$ cat config.mk
export PLATFORM = sky130hd
export DESIGN_NAME = uart_tx_fifo
export DESIGN_NICKNAME = d
export VERILOG_FILES = /design/src/rtl/uart_tx_fifo.sv
export SDC_FILE = /design/constraint.sdc
export NUM_CORES = 1
export LEC_CHECK = 0
export CORE_MARGIN = 2
export CORE_UTILIZATION = 60
export CTS_CLUSTER_SIZE = 25
export DETAILED_ROUTE_END_ITERATION = 6
export PLACE_DENSITY = 0.79
export SETUP_SLACK_MARGIN = 0.15
export SYNTH_ARGS = -nofsm -noshare
export SYNTH_HDL_FRONTEND = slang
export SYNTH_SLANG_ARGS = --single-unit
$ cat constraint.sdc
create_clock -name clk -period 2.65 [get_ports clk]
set_input_delay 0.6625 -clock clk [delete_from_list [all_inputs] [get_ports clk]]
set_output_delay 0.6625 -clock clk [all_outputs]
set_load 0.02 [all_outputs]
$ cat src/rtl/uart_tx_fifo.sv
// uart_tx_fifo: circular byte FIFO that feeds a UART transmitter over tx_val/tx_data/tx_busy.
// Define UART_TX_FIFO_OVF_EN to add the sticky overflow flag (ovf_o) and its clear (ovf_clr_i).
module uart_tx_fifo #(
    parameter  int unsigned DEPTH = 16,
    localparam int unsigned AW    = $clog2(DEPTH)
) (
    input  logic          clk,
    input  logic          rst,
    input  logic          wr_en_i,
    input  logic [7:0]    wr_data_i,
    output logic          full_o,
    output logic          empty_o,
    output logic [AW:0]   count_o,
    input  logic          tx_busy_i,
    output logic          tx_val_o,
    output logic [7:0]    tx_data_o
`ifdef UART_TX_FIFO_OVF_EN
    ,
    output logic          ovf_o,
    input  logic          ovf_clr_i
`endif
);

    typedef enum logic [1:0] {
        F_IDLE = 2'd0,
        F_REQ  = 2'd1,
        F_BUSY = 2'd2
    } state_t;

    state_t        state_q;
    logic [7:0]    mem_q [DEPTH];
    logic [AW-1:0] wr_ptr_q;
    logic [AW-1:0] wr_ptr_d;
    logic [AW-1:0] rd_ptr_q;
    logic [AW-1:0] rd_ptr_d;
    logic [AW:0]   count_q;
    logic [AW:0]   count_d;
    logic          tx_val_q;
    logic [7:0]    tx_data_q;
    logic          push_c;
    logic          pop_c;

    assign full_o    = (count_q == (AW+1)'(DEPTH));
    assign empty_o   = (count_q == '0);
    assign count_o   = count_q;
    assign tx_val_o  = tx_val_q;
    assign tx_data_o = tx_data_q;

    // full comes from the registered count, so a same-cycle pop never frees a slot for the write
    assign push_c = wr_en_i && !full_o;
    assign pop_c  = (state_q == F_REQ) && tx_busy_i;

    // Pointer and occupancy next-state
    always_comb begin
        wr_ptr_d = wr_ptr_q;
        rd_ptr_d = rd_ptr_q;
        count_d  = count_q;
        if (push_c) begin
            wr_ptr_d = wr_ptr_q + AW'(1);
        end
        if (pop_c) begin
            rd_ptr_d = rd_ptr_q + AW'(1);
        end
        case ({push_c, pop_c})
            2'b10:   count_d = count_q + (AW+1)'(1);
            2'b01:   count_d = count_q - (AW+1)'(1);
            default: count_d = count_q;
        endcase
    end

    // Byte storage, intentionally not reset
    always_ff @(posedge clk) begin
        if (push_c) begin
            mem_q[wr_ptr_q] <= wr_data_i;
        end
    end

    always_ff @(posedge clk or posedge rst) begin
        if (rst) begin
            wr_ptr_q <= '0;
            rd_ptr_q <= '0;
            count_q  <= '0;
        end else begin
            wr_ptr_q <= wr_ptr_d;
            rd_ptr_q <= rd_ptr_d;
            count_q  <= count_d;
        end
    end

    // Feeder: present head byte, pop when the transmitter raises busy, wait for busy to fall
    always_ff @(posedge clk or posedge rst) begin
        if (rst) begin
            state_q   <= F_IDLE;
            tx_val_q  <= 1'b0;
            tx_data_q <= 8'h00;
        end else begin
            case (state_q)
                F_IDLE: begin
                    if (!empty_o && !tx_busy_i) begin
                        tx_data_q <= mem_q[rd_ptr_q];
                        tx_val_q  <= 1'b1;
                        state_q   <= F_REQ;
                    end
                end
                F_REQ: begin
                    if (tx_busy_i) begin
                        tx_val_q <= 1'b0;
                        state_q  <= F_BUSY;
                    end
                end
                F_BUSY: begin
                    if (!tx_busy_i) begin
                        state_q <= F_IDLE;
                    end
                end
                default: begin
                    tx_val_q <= 1'b0;
                    state_q  <= F_IDLE;
                end
            endcase
        end
    end

`ifdef UART_TX_FIFO_OVF_EN
    logic ovf_q;

    // Sticky overflow; a new overflow wins over a same-cycle clear
    always_ff @(posedge clk or posedge rst) begin
        if (rst) begin
            ovf_q <= 1'b0;
        end else if (wr_en_i && full_o) begin
            ovf_q <= 1'b1;
        end else if (ovf_clr_i) begin
            ovf_q <= 1'b0;
        end
    end

    assign ovf_o = ovf_q;
`endif

endmodule

=== Word level (Yosys, flattened, before mapping) ===
Memories as Yosys holds them, arrays and structs flattened. A register that Yosys moved wholly into a read port is not among the register bits.
Index checks and enable logic that the tools add are counted.

* Output and inout bits: 16
* Bits of input ports: 12
* Bits in registers: 16
* Memory bits (writable): 128
* Memories: 1
* Logic and storage cells: 41

* Add/sub/neg operators: 4
* Equal/unequal tests: 8
* Bitwise gates (word level): 1
* Multiplexer cells: 10
* Reductions and logical operators: 12

{| class="wikitable"
|+ Memories
! name !! words !! width !! read ports !! clocked after memory_dff !! wr ports !! RTL line !! text
|-
| mem_q || 16 || 8 || 1 || 1 || 1 || 31 || <nowiki>logic [7:0] mem_q [DEPTH];</nowiki>
|}

{| class="wikitable"
|+ Operator list
! cell !! number
|-
| 5-bit one-hot mux with 2 select lines || 1
|-
| 4-bit by 1-bit adder with 4-bit output, second input constant || 2
|-
| 2-bit two-way mux || 3
|-
| 2-bit != test, second input constant || 3
|-
| 2-bit one-hot mux with 3 select lines || 1
|-
| 3-bit AND reduction || 2
|-
| 5-bit by 1-bit adder with 5-bit output, second input constant || 1
|-
| 5-bit equality test, second input constant || 1
|-
| 5-bit zero test || 1
|-
| 5-bit by 1-bit subtractor with 5-bit output, second input constant || 1
|-
| 2-bit by 1-bit equality test with 1-bit output, second input constant || 2
|-
| 2-bit equality test, second input constant || 2
|-
| 1-bit two-way mux || 4
|-
| 1-bit logical AND || 3
|-
| 1-bit zero test || 3
|-
| 1-bit one-hot mux with 3 select lines || 1
|-
| 2-bit zero test || 1
|-
| 2-bit AND reduction || 1
|-
| 2-bit nonzero test || 1
|-
| 1-bit NOT || 1
|}

=== Depth between registers and ports, before layout ===
Gate-level depths: netlist (run 1).

* Depth in word-level cells: 5
* Depth in mapped cells: 12
* Gate-level depth less buffers: 10

=== Least setup slack after synthesis (run 1) ===
Ideal clock, no wire load.

* Path kind: flip-flop to flip-flop
* Start: register count_q[1] (netlist: count_o[1])
* End: register count_q[4] (netlist: count_o[4])
* Library setup time: 0.138 ns
* Path buffers: 2
* Required time: 2.512 ns
* Arrival time: 2.392 ns
* Period minus slack after synthesis: 2.529 ns
* Path slack: 0.121 ns
* Stages on the path, launching flop included: 13
* Cells stage by stage: dfrtp_1 buf_2 nor4_4 a21boi_2 inv_1 ha_1 clkbuf_1 xor2_1 ha_1 and3b_1 o21ai_0 a31oi_1 xor2_1

* Longest elaborated chain between the ends: 5
* Elaborated cells between the ends (all ways): 9
* Those cells by class: add/sub: 2; eq/ne: 3; mux: 1; reduce/logical: 3

{| class="wikitable"
|+ RTL lines
! what !! RTL line !! text
|-
| from (decl) || 36 || <nowiki>logic [AW:0] count_q;</nowiki>
|-
| from (signal assigned) || 86 || <nowiki>count_q <= count_d;</nowiki>
|-
| 5-bit equality test || 43 || <nowiki>assign full_o = (count_q == (AW+1)'(DEPTH));</nowiki>
|-
| 1-bit zero test || 50 || <nowiki>assign push_c = wr_en_i && !full_o;</nowiki>
|-
| 1-bit logical AND || 50 ||
|-
| 2-bit by 1-bit equality test with 1-bit output / 2-bit equality test (equally long branches) || 64 || <nowiki>case ({push_c, pop_c})</nowiki>
|-
| 5-bit one-hot mux with 2 select lines / 2-bit nonzero test (equally long branches) || - ||
|}

Parallel ways exist; a longest one is shown, timed or not.
A chain may end at the register's enable or synchronous reset.

=== Worst setup path in the final report (run 1) ===
* Start: register count_q[1] (netlist: count_o[1])
* End: output empty_o

* Longest elaborated chain between the ends: 1

{| class="wikitable"
|+ RTL lines
! what !! RTL line !! text
|-
| 5-bit zero test || 44 || <nowiki>assign empty_o = (count_q == '0);</nowiki>
|-
| to (decl) || 12 || <nowiki>output logic empty_o,</nowiki>
|}

Every way passes these cells.

==> results of run 1 <==
[cells in the final DEF, fill, tap and decap left out, drive strengths merged, types with 2 or more instances in the layout]
master | synthesis | final
clkdlybuf4s15 | 0 | 2
clkinvlp | 0 | 3
nand2 | 17 | 17
nor2 | 15 | 15
nor3 | 5 | 5
o221ai | 8 | 8
o21ai | 5 | 5
xor2 | 6 | 6
clkdlybuf4s50 | 0 | 25
clkinv | 0 | 8
edfxtp | 128 | 128
nor2b | 2 | 2
nand2b | 3 | 3
bufinv | 0 | 3
nand4 | 2 | 2
clkbuf | 1 | 18
mux2 | 2 | 2
ha | 8 | 8
mux2i | 16 | 16
mux4 | 32 | 32
xnor2 | 7 | 7
nand3 | 2 | 2
a21oi | 3 | 3
dfrtp | 24 | 24
inv | 6 | 6
buf | 14 | 33
and2 | 2 | 2
[how the worst min path moves through the flow]
stage,start,to,slack (ns)
2_1_floorplan,state_q[0],tx_val_o,0.52
3_3_place_gp,tx_data_o[1],tx_data_o[1],0.49
3_5_place_dp,tx_data_o[5],tx_data_o[5],0.48
4_1_cts,rst,count_o[4],0.33
5_1_grt,rst,count_o[4],0.36
6_report,rst,count_o[4],0.36
[through the flow]
stage / worst slack (ns) / power (mW) / utilization (%)
floorplan: 0.1769 / 4.891 / -
global placement: 0.05766 / 5.469 / 66.09
detailed placement: 0.01185 / 5.549 / 66.09
CTS: 0.1625 / 7.908 / 71.93
global route: 0.1559 / 8.238 / 72.29
finish: 0.2719 / 7.895 / 72.29
[metal layers]
| metal | GRT usage [%] | vias up | share of wire, % |
|---|---|---|---|
| li1 | - | 1414 | - |
| met1 | 28.64 | 1641 | 38 |
| met2 | 39.17 | 104 | 53 |
| met3 | 7.297 | 26 | 6.3 |
| met4 | 10.15 | 0 | 2.5 |
| met5 | 0 | - | 0 |
[state kept, by name, summed over array words and instances, names as in the netlist]
| signal | count |
|---|---|
| wr_ptr_q | 4 |
| tx_val_o | 1 |
| tx_data_o | 8 |
| rd_ptr_q | 4 |
| state_q | 2 |
| count_o | 5 |
| mem_q | 128 |
[power groups by stage]
stage / logic [mW] / registers (mW) / clock network, mW
after floorplan: 1.59 / 3.30 / 0
after global placement: 2.21 / 3.26 / 0
after detailed placement: 2.27 / 3.28 / 0
after CTS: 2.30 / 3.25 / 2.36
after global routing: 2.53 / 3.26 / 2.45
final: 2.34 / 3.23 / 2.33
[Yosys cell counts, types with 3 or more instances]
cell type	number	area [um^2]
sky130_fd_sc_hd__xnor2_1	7	61.31
sky130_fd_sc_hd__o221ai_1	8	70.07
sky130_fd_sc_hd__inv_1	6	22.52
sky130_fd_sc_hd__edfxtp_1	128	3844
sky130_fd_sc_hd__mux4_1	13	341.6
sky130_fd_sc_hd__o21ai_0	4	20.02
sky130_fd_sc_hd__mux4_2	19	427.9
sky130_fd_sc_hd__dfrtp_1	24	600.6
sky130_fd_sc_hd__buf_6	3	33.78
sky130_fd_sc_hd__a21oi_1	3	15.01
sky130_fd_sc_hd__nand2_1	17	63.81
sky130_fd_sc_hd__nor2_1	15	56.30
sky130_fd_sc_hd__nand2b_1	3	18.77
sky130_fd_sc_hd__ha_1	8	100.1
sky130_fd_sc_hd__mux2i_1	16	160.2
sky130_fd_sc_hd__buf_2	6	30.03
sky130_fd_sc_hd__nor3_1	5	25.02
sky130_fd_sc_hd__xor2_1	6	52.55
[critical path: cells and delay by family (launching register included)]
| kind | cells | cell delay (ns) |
|---|---|---|
| flops | 1 | 0.45 |
| buf+inv | 2 | 0.31 |
| simple gates | 2 | 0.43 |
[kinds of logic (layout without fill, tap and decap cells)]
kind of cell	count (synthesis)	in the layout	share of synthesized area (%)
AO/OA/AOI/OAI	23	23	2.821
adder cells (fa/ha/maj)	8	8	1.612
AND/OR/NAND/NOR	54	54	4.372
buffers and inverters	21	98	2.458
XOR/XNOR	13	13	1.834
flip-flops	152	152	71.57
multiplexers	50	50	15.33
[repair_timing]
action                     4_1_cts  5_1_grt
pin swaps                        1        3
setup endpoints to repair        2        6
buffers inserted                 2        3
cloned                           0        0
resized for setup                7        4
[area by class of cell]
type | instances | area, um^2
timing repair buffer | 60 | 520.5
sequential | 152 | 4448
clock inverter | 14 | 157.7
fill | 606 | 2823
inverter | 6 | 22.52
tap | 136 | 170.2
clock buffer | 18 | 417.9
multi-input combinational | 148 | 1625
==> results_dict.tcl, run 1 <==
set metrics [dict create \
    timing.critical_path.to "empty_o" \
    cap_viol_max_count 0 \
    worstPathRequired_ns 1.99 \
    clock_latency_ns 0.53 \
    synth_area_per_cell_um2 19.34 \
    detail_route.first_pass.iterations 5 \
    design.die.area_um2 11180 \
    rr_startpoint "count_o[1]" \
    worst_ep_arrival_time_ns 1.72 \
    cp_max_fo 5 \
    cts.sink_count 152 \
    final_instance_count_excl_fillers 534 \
    final.setup.tns_ns 0 \
    drc 0 \
    power.share.sequential_pct 40.9 \
    ys_dominant_reg_cell "sky130_fd_sc_hd__edfxtp_1" \
    crit_chain "nor4_4 > nand2b_1 > inv_1 > clkdlybuf4s15_2" \
    finalWirelength_um 11800 \
    area_delta_synth_final_pct 18.56 \
    placed_instance_count 497 \
    final_max_slew_viol_count 0 \
    syn-cell-area_um2 6210 \
    clock_skew_ns 0.006781 \
    antenna_cells_inserted 0 \
    power_switching_mw 2.359 \
    worst_slew_margin_rel_pct 59.48 \
    worst-slew-pin-transition_ns 0.6060 \
    clockPowerShare_pct 29.5 \
    power_leakage_nw 2.624 \
    cts_tree "yes" \
    critPathCaptureType "output pin" \
    ys_ff_latch 152 \
    initial_utilization_pct 60.97 \
    postSynth.asyncResetShare_pct 15.79 \
    run_status "complete, no violations" \
    die_h_um 105.7 \
    setup.reg_to_reg.worst_slack_ns 0.39 \
    hold_violations 0 \
    grt_start_max_net_pins 34 \
    drt-wirelength-per-cell_um 22.10 \
    internal-power_mw 5.536 \
    min_period_over_period_pct 89.74 \
    max_clock_freq_mhz 420.5 \
    rsz0062_at_grt "no" \
    reg_clk_slew_reported_paths_ns 0.06 \
    ports_placed_on_the_boundary 28 \
    drt-vias-per-instance 5.964 \
    ctsHtreeMaxLevel 4 \
    period_needed_ns 2.378 \
    synth_seq_area_share_pct 71.57 \
    place.port_buffers 27 \
    cts_buffer_depth 2 \
    finalSetupViolations 0 \
    grt_antenna_before_repair 0 \
    gp_routability_congestion 0.8055 \
    hpwlAfterDp_um 7132 \
    num-nets-final 405 \
    chipWidth_um 105.7 \
    crit_slowest_cell "sky130_fd_sc_hd__dfrtp_2" \
    finish.instance_area_um2 7362 \
    syn-num-nets 341 \
    grt_remaining_overflow 0 \
    wire_length_of_the_first_global_routing_pass_um 18620 \
    clock_tree.root_cell "sky130_fd_sc_hd__clkbuf_8" \
    via_count 3185 \
    yosysUniqueCellTypes 41 \
    detail-route-antenna-nets 0 \
    power_per_cell_area_nw_per_um2 1072 \
    yosysWarningCount 0 \
    post_synth_inst_count 321 \
    tritoncts.num_buffers 17 \
    crit_start "count_o[1]" \
    core-area_um2 10180 \
    hold-worst-slack_ns 0.3590 \
    start_kind "flop" \
    initial_drc_count 317 \
    layout-drive-gt1-share_pct 23.87 \
    netSwitchingFraction_pct 29.88 \
    slowest_delay_ns 0.45 \
    worstSetupPathType "reg2out" \
    std_cell_rows 37 \
    vdd_ir_drop_max_mv 0.5707 \
    overall_routing_resource_usage_pct 23.52 \
    min_path_type "in2async" \
    cts-hold-fix-buffers 0 \
    critical_path.reg2reg.endpoint "count_o[4]" \
    postPlaceCellArea_um2 6731 \
    r2r_cells 11 \
    synth-edff-count 128 \
    first_global_vias 3385 \
    comb_power_share_pct 29.7 \
]
No activity file was read; power rests on OpenSTA's default activity.
==> inputs of run 2 (changes only) <==
--- a/config.mk
+++ b/config.mk
@@ -5,6 +5,7 @@
 export SDC_FILE = /design/constraint.sdc
 export NUM_CORES = 1
 export LEC_CHECK = 0
+export CORE_ASPECT_RATIO = 0.6
 export CORE_MARGIN = 2
 export CORE_UTILIZATION = 60
 export CTS_CLUSTER_SIZE = 25
==> results_dict.tcl, run 2 (synthesis results as in run 1) <==
set metrics [dict create \
    run_status "complete, no violations" \
    core-area_um2 9950 \
    hold_violations 0 \
    cts_buffer_depth 2 \
    die_h_um 82.80 \
    rsz0062_at_grt "yes" \
    cp_max_fo 3 \
    final_cell_mix "sky130_fd_sc_hd__edfxtp_1 (128), sky130_fd_sc_hd__buf_4 (40), sky130_fd_sc_hd__clkdlybuf4s50_1 (25)" \
    finalSetupViolations 0 \
    detail-route-antenna-nets 0 \
    worst-slew-pin-transition_ns 0.5751 \
    final_max_slew_viol_count 0 \
    layout.core_utilization_pct 74.52 \
    drc 0 \
    finalWirelength_um 12170 \
    std_cell_rows 28 \
    start_kind "flop" \
    overall_routing_resource_usage_pct 23.87 \
    ctsHtreeMaxLevel 4 \
    num-nets-final 413 \
    hpwlAfterDp_um 7512 \
    gp_routability_congestion 0.7926 \
    power_leakage_nw 2.673 \
    ports_placed_on_the_boundary 28 \
    final.setup.tns_ns 0 \
    grt_antenna_before_repair 0 \
    layout-drive-gt1-share_pct 24.88 \
    chipWidth_um 135.3 \
    initial_drc_count 297 \
    area_delta_synth_final_pct 19.40 \
    vdd_ir_drop_max_mv 0.6482 \
    drt-vias-per-instance 5.989 \
    critPathCaptureType "flop" \
    clock_skew_ns 0.005085 \
    placed_instance_count 502 \
    clock_latency_ns 0.42 \
    initial_utilization_pct 62.41 \
    clock_tree.root_cell "sky130_fd_sc_hd__clkbuf_16" \
    worst_slew_margin_rel_pct 61.54 \
    cts_tree "yes" \
    worstSetupPathType "reg2reg" \
    worst_ep_arrival_time_ns 2.68 \
    via_count 3240 \
    min_path_type "reg2reg" \
    first_global_vias 3333 \
    largest_reg_flops 128 \
    total_power_draw_mw 7.927 \
    grt_remaining_overflow 0 \
    min_period_over_period_pct 88.22 \
    antenna_cells_inserted 0 \
    max_clock_freq_mhz 427.8 \
    reg_clk_slew_reported_paths_ns 0.06 \
    worstPathRequired_ns 2.99 \
    final_instance_count_excl_fillers 541 \
    power_per_cell_area_nw_per_um2 1069 \
    fillCellCount 571 \
    crit_slowest_cell "sky130_fd_sc_hd__dfrtp_2" \
    crit_chain "nor4_4 > buf_4 > buf_4 > a21boi_2 > inv_2 > ha_4 > xor2_1 > ha_2 > and3b_1 > o21ai_0 > a31oi_1 > xor2_1" \
    design.die.area_um2 11210 \
    period_needed_ns 2.338 \
    cts.sink_count 152 \
    detail_route.first_pass.iterations 4 \
    tritoncts.num_buffers 17 \
    slowest_delay_ns 0.43 \
    grt_start_max_net_pins 35 \
    place.port_buffers 27 \
    cts-hold-fix-buffers 0 \
    final_common_cell "sky130_fd_sc_hd__edfxtp_1" \
    drt-wirelength-per-cell_um 22.50 \
    cap_viol_max_count 0 \
    max_flop_register "mem_q" \
    wire_length_of_the_first_global_routing_pass_um 19020 \
]
[run 2: cell type report]
type                    instances  area [um^2]  area share, %
clock buffers                  22        464.2          6.261
well taps                     135        168.9          2.278
flip-flops and latches        152         4448          59.99
repair buffers                 68        580.6          7.830
clock inverters                10        102.6          1.384
multi-input cells             148         1628          21.95
inverters                       6        22.52         0.3037
[run 2: worst paths after layout]
path,from,end,slack (ns),cells past startpoint
min in group asynchronous,rst,tx_data_o[5],0.62,3
setup reg to reg,count_o[1],count_o[4],0.31,12
max in group asynchronous,rst,count_o[1],1.72,3
setup / recovery,count_o[1],count_o[4],0.31,12
hold / removal,tx_data_o[5],tx_data_o[5],0.49,2
hold reg to reg,tx_data_o[5],tx_data_o[5],0.49,2
[run 2: routing by layer]
| metal | part of all wire, % | vias up | GRT usage [%] | wire length [um] |
|---|---|---|---|---|
| li1 | - | 1433 | - | - |
| met4 | 1.7 | 0 | 9.659 | 213 |
| met1 | 45 | 1679 | 34.94 | 5536 |
| met2 | 46 | 110 | 34.33 | 5644 |
| met3 | 6.4 | 18 | 7.021 | 779 |
| met5 | 0 | - | 0 | 0 |
[run 2: critical path: cells and delay by family, from the launching register on]
| family | cells | cell delay (ns) |
|---|---|---|
| buffers and inverters | 3 | 0.36 |
| adders and majority gates | 2 | 0.36 |
| and+or+nand+nor | 2 | 0.46 |
| xor gates and xnor gates | 2 | 0.30 |
| AOI/OAI and AO/OA | 3 | 0.35 |
| DFF | 1 | 0.43 |
[run 2: power breakdown]
group	switching, mW	internal (mW)	leakage [nW]	total, mW
combinational	1.22	1.17	0.955	2.39
sequential	0.247	2.98	1.44	3.23
clock	0.889	1.42	0.275	2.31
total	2.36	5.57	2.67	7.93
[run 2: through the flow]
| step | hold slack (ns) | instance area, um^2 | setup slack, ns |
|---|---|---|---|
| after CTS | 0.4873 | 7377 | 0.1538 |
| after detailed placement | 0.4719 | 6788 | -0.01679 |
| final | 0.4876 | 7415 | 0.3122 |
| after floorplan | 0.5188 | 6211 | 0.1769 |
| after global routing | 0.5237 | 7415 | 0.1301 |
| after global placement | 0.4670 | 6788 | 0.02159 |
[run 2: timing repair]
action	4_1_cts	5_1_grt
resized for setup	4	8
buffers inserted	3	4
setup endpoints to repair	2	5
pin swaps	1	4
==> patch 1: new RTL, settings of run 2 <==
The parameter `DEPTH` goes from 16 to 8.
--- a/src/rtl/uart_tx_fifo.sv
+++ b/src/rtl/uart_tx_fifo.sv
@@ -1,7 +1,7 @@
 // uart_tx_fifo: circular byte FIFO that feeds a UART transmitter over tx_val/tx_data/tx_busy.
 // Define UART_TX_FIFO_OVF_EN to add the sticky overflow flag (ovf_o) and its clear (ovf_clr_i).
 module uart_tx_fifo #(
-    parameter  int unsigned DEPTH = 16,
+    parameter  int unsigned DEPTH = 8,
     localparam int unsigned AW    = $clog2(DEPTH)
 ) (
     input  logic          clk,
Ports: changed (resized count_o); port bits go from 28 to 27. The function was not compared with the original's and may differ.
==> patch 1 against run 2 <==
Worst setup slack got worse by 47 ps; register-to-register slack improved by 50 ps; synthesized area fell by 45%; non-clock buffer count fell by 27; power fell by 45%; cell count fell by 41%; die area fell by 43%; design area fell by 46%; sequential cell count fell by 67; routed wire length fell by 47%; critical path type is now reg -> out; critical endpoint is now full_o.
==> patch 1: results (changes against run 2) <==
.. list-table::
   :header-rows: 1

   * - Metric
     - Value
   * - Endpoint of the worst setup timing path
     - full_o
   * - Worst-Skew Late Latency
     - 350 ps (-70 ps)
   * - Depth of the worst register-to-register path
     - 10 (-2)
   * - Ranking of synthesized cells by area
     - sky130_fd_sc_hd__edfxtp_1, sky130_fd_sc_hd__dfrtp_1, sky130_fd_sc_hd__mux4_2
   * - Reported leakage power
     - 1.45 nW (-46%)
   * - Detailed placement HPWL
     - 4270 µm (-43%)
   * - Number of synthesized flops with an enable pin
     - 64 (-50%)
   * - Sequential share of the synthesized area
     - 0.713 (-0.00287)
   * - Synthesis-to-layout area growth
     - 17.6%
   * - Global-route wire length before repair
     - 10,200 µm (-46%)
   * - CTS buffer count
     - 9 (-8)
   * - Synth Net Count
     - 207 (-39%)
   * - PortBufs
     - 26 (-3.7%)
   * - Number of placement rows
     - 21 (-25%)
   * - Nets
     - 251 (-39%)
   * - Shortest clock period the worst path allows after layout
     - 2390 ps (+47.2 ps)
   * - Worst IR Drop VDD
     - 554 µV (-15%)
   * - Rel. slew slack
     - 0.446 (-0.169)
   * - Count of unique library cells instantiated by Yosys
     - 33 (-20%)
   * - Fraction of final layout cells sized beyond drive strength 1
     - 0.234 (-0.0145)
   * - Run status
     - complete, no violations
   * - Critical path peak fanout
     - 7 (+4)
   * - Max Clock Skew
     - 11.4 ps (+6.35 ps)
   * - Commonest cells in the netlist
     - sky130_fd_sc_hd__edfxtp_1, sky130_fd_sc_hd__dfrtp_1, sky130_fd_sc_hd__mux4_2
   * - Via-to-Cell Ratio
     - 5.71 (-4.6%)
   * - Layout fillers
     - 329 (-42%)
   * - Maximum number of buffers from clock root to sink
     - 2 (unchanged)
   * - Placement-stage worst setup slack
     - -136 ps (-119 ps)
   * - Root Buffer
     - sky130_fd_sc_hd__clkbuf_8
   * - Global placement routability congestion
     - 0.804 (+1.4%)
   * - Fraction of synthesis flops using an asynchronous set or reset pin
     - 0.247 (+0.0892)
   * - End of the worst register-to-register path
     - count_o[2]$_DFFE_PP0P_
   * - Number of flip-flops under the largest register name
     - 64 (-50%)
   * - Largest net degree at the start of global routing
     - 22 (-37%)
   * - Arrival time reported for the critical path endpoint
     - 1720 ps (-960 ps)
   * - Internal reg-to-reg setup slack
     - 360 ps (+50 ps)
   * - Routed len/inst
     - 20.2 µm (-10%)
   * - Global-route usage over all layers
     - 0.227 (-0.0115)
   * - CTS clk-pin slew, worst paths
     - 80 ps (+20 ps)
   * - Vias in the first global route
     - 1,915 (-43%)
==> patch 1: cell types whose count changed after synthesis, sizes merged, moves of 5 or more <==
cell and delta:
edfxtp -64, mux4 -16, mux2i -8, nor2 -8
o221ai -8, buf -7, o21ai +5
==> patch 1: routing by layer <==
metal	up-vias	track usage	share of wire
met4	0	0.0709	0.016
met5	-	0	0
met3	11	0.0705	0.072
met1	921	0.309	0.41
li1	821	-	-
met2	70	0.357	0.50
==> patch 1: repair_timing <==
| item | CTS | global route |
|---|---|---|
| hold buffers | 0 | 0 |
| buffers inserted | 0 | 0 |
| endpoints found under the setup margin | 2 | 1 |
| gates resized for setup | 4 | 2 |
==> patch 1: cell type report <==
| class | instances | area share |
|---|---|---|
| timing repair buffer | 41 | 0.0917 |
| multi-input combinational | 94 | 0.228 |
| tap | 80 | 0.0248 |
| clock buffer | 12 | 0.0335 |
| sequential | 85 | 0.607 |
| clock inverter | 4 | 0.0124 |
| inverter | 3 | 0.00279 |
==> patch 1: worst max-delay path: cells and delay by family (launching register included) <==
kind | cells | cell delay (ps)
flip-flops | 1 | 480
AND/OR/NAND/NOR | 2 | 570
buffers and inverters | 1 | 330
==> patch 1: power breakdown <==
group / internal [mW] / switching, mW
clock network: 0.435 / 0.424
registers: 1.75 / 0.312
logic: 0.751 / 0.710
total: 2.93 / 1.45
==> patch 1: worst min-delay path by stage <==
stage	start	to	slack, ps
after global placement	tx_data_o[2]$_DFFE_PP0P_	tx_data_o[2]$_DFFE_PP0P_	470
after CTS	tx_data_o[1]$_DFFE_PP0P_	tx_data_o[1]$_DFFE_PP0P_	490
final	tx_data_o[1]$_DFFE_PP0P_	tx_data_o[1]$_DFFE_PP0P_	490
after detailed placement	tx_data_o[1]$_DFFE_PP0P_	tx_data_o[1]$_DFFE_PP0P_	470
after floorplan	state_q[0]$_DFFE_PP0P_	tx_val_o$_DFFE_PP0P_	490
after global routing	tx_data_o[1]$_DFFE_PP0P_	tx_data_o[1]$_DFFE_PP0P_	500
==> patch 1: metrics by stage <==
stage | std cells | hold WS, ps | TNS (ps)
finish | 319 | 486 | 0
global route | 319 | 503 | 0
CTS | 319 | 489 | 0
detailed placement | 303 | 470 | -136
global placement | 303 | 468 | 0
floorplan | 190 | 490 | 0
==> patch 1: cell families (layout without fill, tap and decap cells) <==
family | Yosys count | count (layout) | synth area share
buffers and inverters | 11 | 60 | 0.0215
xor gates and xnor gates | 10 | 10 | 0.0255
DFF | 85 | 85 | 0.713
AOI/OAI and AO/OA | 15 | 15 | 0.0270
muxes | 27 | 27 | 0.138
and+or+nand+nor | 37 | 37 | 0.0569
adders and majority gates | 5 | 5 | 0.0182
==> patch 2: new RTL, settings of run 2 <==
Made on the original files. Put one more register stage on the output `count_o`, with the module's reset. The value now appears one clock later. The other outputs are not delayed to match.
--- a/src/rtl/uart_tx_fifo.sv
+++ b/src/rtl/uart_tx_fifo.sv
@@ -42,7 +42,13 @@
 
     assign full_o    = (count_q == (AW+1)'(DEPTH));
     assign empty_o   = (count_q == '0);
-    assign count_o   = count_q;
+    always_ff @(posedge clk or posedge rst) begin
+        if (rst) begin
+            count_o <= '0;
+        end else begin
+            count_o <= count_q;
+        end
+    end
     assign tx_val_o  = tx_val_q;
     assign tx_data_o = tx_data_q;
 
Check against the original RTL: not equivalent (Yosys sat finds a counterexample within 4 cycles, from zero or initial values and one cycle with rst high).
==> patch 2 against run 2 <==
Power increased by 5.9%; cell count decreased by 0.18%; sequential cell count increased by 5; largest cell class unchanged; sequential power increased by 4%; non-clock buffer count decreased by 2; worst setup slack got worse by 31 ps; synthesized area increased by 0.30%; design area increased by 1.7%; routed wire length decreased by 0.62%.
==> patch 2: results (changes against run 2) <==
.. list-table::
   :header-rows: 1

   * - Metric
     - Value
   * - Max Clock Skew
     - 5.61 ps (+0.527 ps)
   * - Slew Viols, Final
     - 0 (unchanged)
   * - Via-to-Cell Ratio
     - 5.86 (-2.2%)
   * - Top cell type's share of synthesized area
     - 0.617 (-0.00187)
   * - Global placement routability congestion
     - 0.805 (+1.6%)
   * - Arrival time reported for the critical path endpoint
     - 1710 ps (-970 ps)
   * - Number of cells in the design after placement
     - 506 (+0.80%)
   * - Commonest cells in the netlist
     - sky130_fd_sc_hd__edfxtp_1, sky130_fd_sc_hd__mux4_2, sky130_fd_sc_hd__dfrtp_1
   * - Placement-stage worst setup slack
     - 5.26 ps (+22.0 ps)
   * - Global-route wire length before repair
     - 19,400 µm (+2.1%)
   * - Nets
     - 412 (-0.24%)
   * - Synthesized instance count
     - 324 (+0.93%)
   * - Worst IR Drop VDD
     - 667 µV (+2.9%)
   * - Critical R2R Launch
     - count_q[2]$_DFFE_PP0P_
   * - Synth Net Count
     - 344 (+0.88%)
   * - Final Hold Slack
     - 482 ps (-5.81 ps)
   * - Reported leakage power
     - 2.69 nW (+0.79%)
   * - Internal reg-to-reg setup slack
     - 310 ps
   * - Fraction of synthesis flops using an asynchronous set or reset pin
     - 0.185 (+0.0268)
   * - Critical path peak fanout
     - 3 (unchanged)
   * - Final cell count without fillers
     - 540 (-0.18%)
   * - Launch point of the worst hold path
     - tx_data_o[6]$_DFFE_PP0P_
   * - Run status
     - complete, no violations
   * - Global-route usage over all layers
     - 0.243 (+0.00470)
   * - Placed instance area
     - 6870 µm² (+1.3%)
   * - Rel. slew slack
     - 0.625 (+0.00962)
   * - Depth of the worst register-to-register path
     - 11 (-1)
   * - Sink of the worst hold path
     - tx_data_o[6]$_DFFE_PP0P_
   * - End of the worst register-to-register path
     - count_q[4]$_DFFE_PP0P_
   * - Count of unique library cells instantiated by Yosys
     - 38 (-7.3%)
   * - Sequential share of the synthesized area
     - 0.734 (+0.0179)
   * - Crit path max-delay cell type
     - sky130_fd_sc_hd__dfrtp_1
   * - Cell class contributing the biggest share of worst-path delay
     - simple AND/OR/NAND/NOR gates
   * - Detailed placement HPWL
     - 7860 µm (+4.6%)
   * - Worst-Skew Late Latency
     - 420 ps (about the same)
   * - Fraction of final layout cells sized beyond drive strength 1
     - 0.274 (+0.0253)
   * - Ranking of synthesized cells by area
     - sky130_fd_sc_hd__edfxtp_1, sky130_fd_sc_hd__dfrtp_1, sky130_fd_sc_hd__mux4_2
   * - Vias in the first global route
     - 3,365 (+0.96%)
   * - Layout fillers
     - 590 (+3.3%)
   * - Drt first-iter violations
     - 331 (+11%)
   * - Cell-internal power
     - 5.94 mW (+6.7%)
   * - Synthesis-to-layout area growth
     - 21.1%
   * - DRT Wirelength
     - 12,100 µm (-0.62%)
==> patch 2: cell types whose count changed after synthesis, sizes merged, moves of 2 or more <==
| cell | delta |
|---|---|
| dfrtp | +5 |
| xor2 | +2 |
| nor2b | -2 |
| buf | -4 |
| clkbuf | +6 |
| o21ai | -2 |
==> patch 2: worst max path at each step <==
stage | to | slack (ps) | start | depth (start not counted)
after floorplan | count_q[4]$_DFFE_PP0P_ | 180 | count_q[2]$_DFFE_PP0P_ | 12
after global placement | count_q[4]$_DFFE_PP0P_ | 80 | tx_busy_i | 9
after detailed placement | count_q[2]$_DFFE_PP0P_ | 5 | wr_en_i | 10
after CTS | empty_o | 210 | count_q[1]$_DFFE_PP0P_ | 4
after global routing | count_q[2]$_DFFE_PP0P_ | 110 | count_q[2]$_DFFE_PP0P_ | 11
final | full_o | 280 | count_q[2]$_DFFE_PP0P_ | 3
==> patch 2: cell families after synthesis <==
kind of cell | synth area share
multiplexers | 0.145
buffers and inverters | 0.0173
XOR/XNOR | 0.0197
AND/OR/NAND/NOR | 0.0404
AO/OA/AOI/OAI | 0.0279
flip-flops | 0.734
adder cells (fa/ha/maj) | 0.0161
==> patch 2: timing repair <==
| action | in CTS | in global routing |
|---|---|---|
| resized for setup | 3 | 1 |
| buffers inserted | 1 | 1 |
| pin swaps | 1 | 1 |
| gates cloned | 0 | 0 |
| hold buffers | 0 | 0 |
| endpoints found under the setup margin | 2 | 3 |
==> patch 2: power by group through the flow <==
stage          sequential [mW]  combinational [mW]  clock (mW)
2_1_floorplan             3.42                1.52           0
3_3_place_gp              3.34                2.34           0
3_5_place_dp              3.38                2.43           0
4_1_cts                   3.35                2.46        2.65
5_1_grt                   3.39                2.63        2.77
6_report                  3.35                2.42        2.62
==> patch 2: per-layer routing <==
layer | routed length [µm] | track usage
met1 | 5260 | 0.364
met5 | 0 | 0
met3 | 913 | 0.0611
met4 | 191 | 0.0795
met2 | 5730 | 0.359
==> patch 2: worst min-delay path: cells and delay by family, from the launching register on <==
family	cells	cell delay, ps
compound gates	1	60
flops	1	340
simple gates	1	50
==> patch 2: cell type report <==
class | instances | area share
inverters | 6 | 0.00299
repair buffers | 66 | 0.0760
well taps | 135 | 0.0224
flip-flops and latches | 157 | 0.606
multi-input cells | 144 | 0.207
clock inverters | 15 | 0.0292
clock buffers | 17 | 0.0564
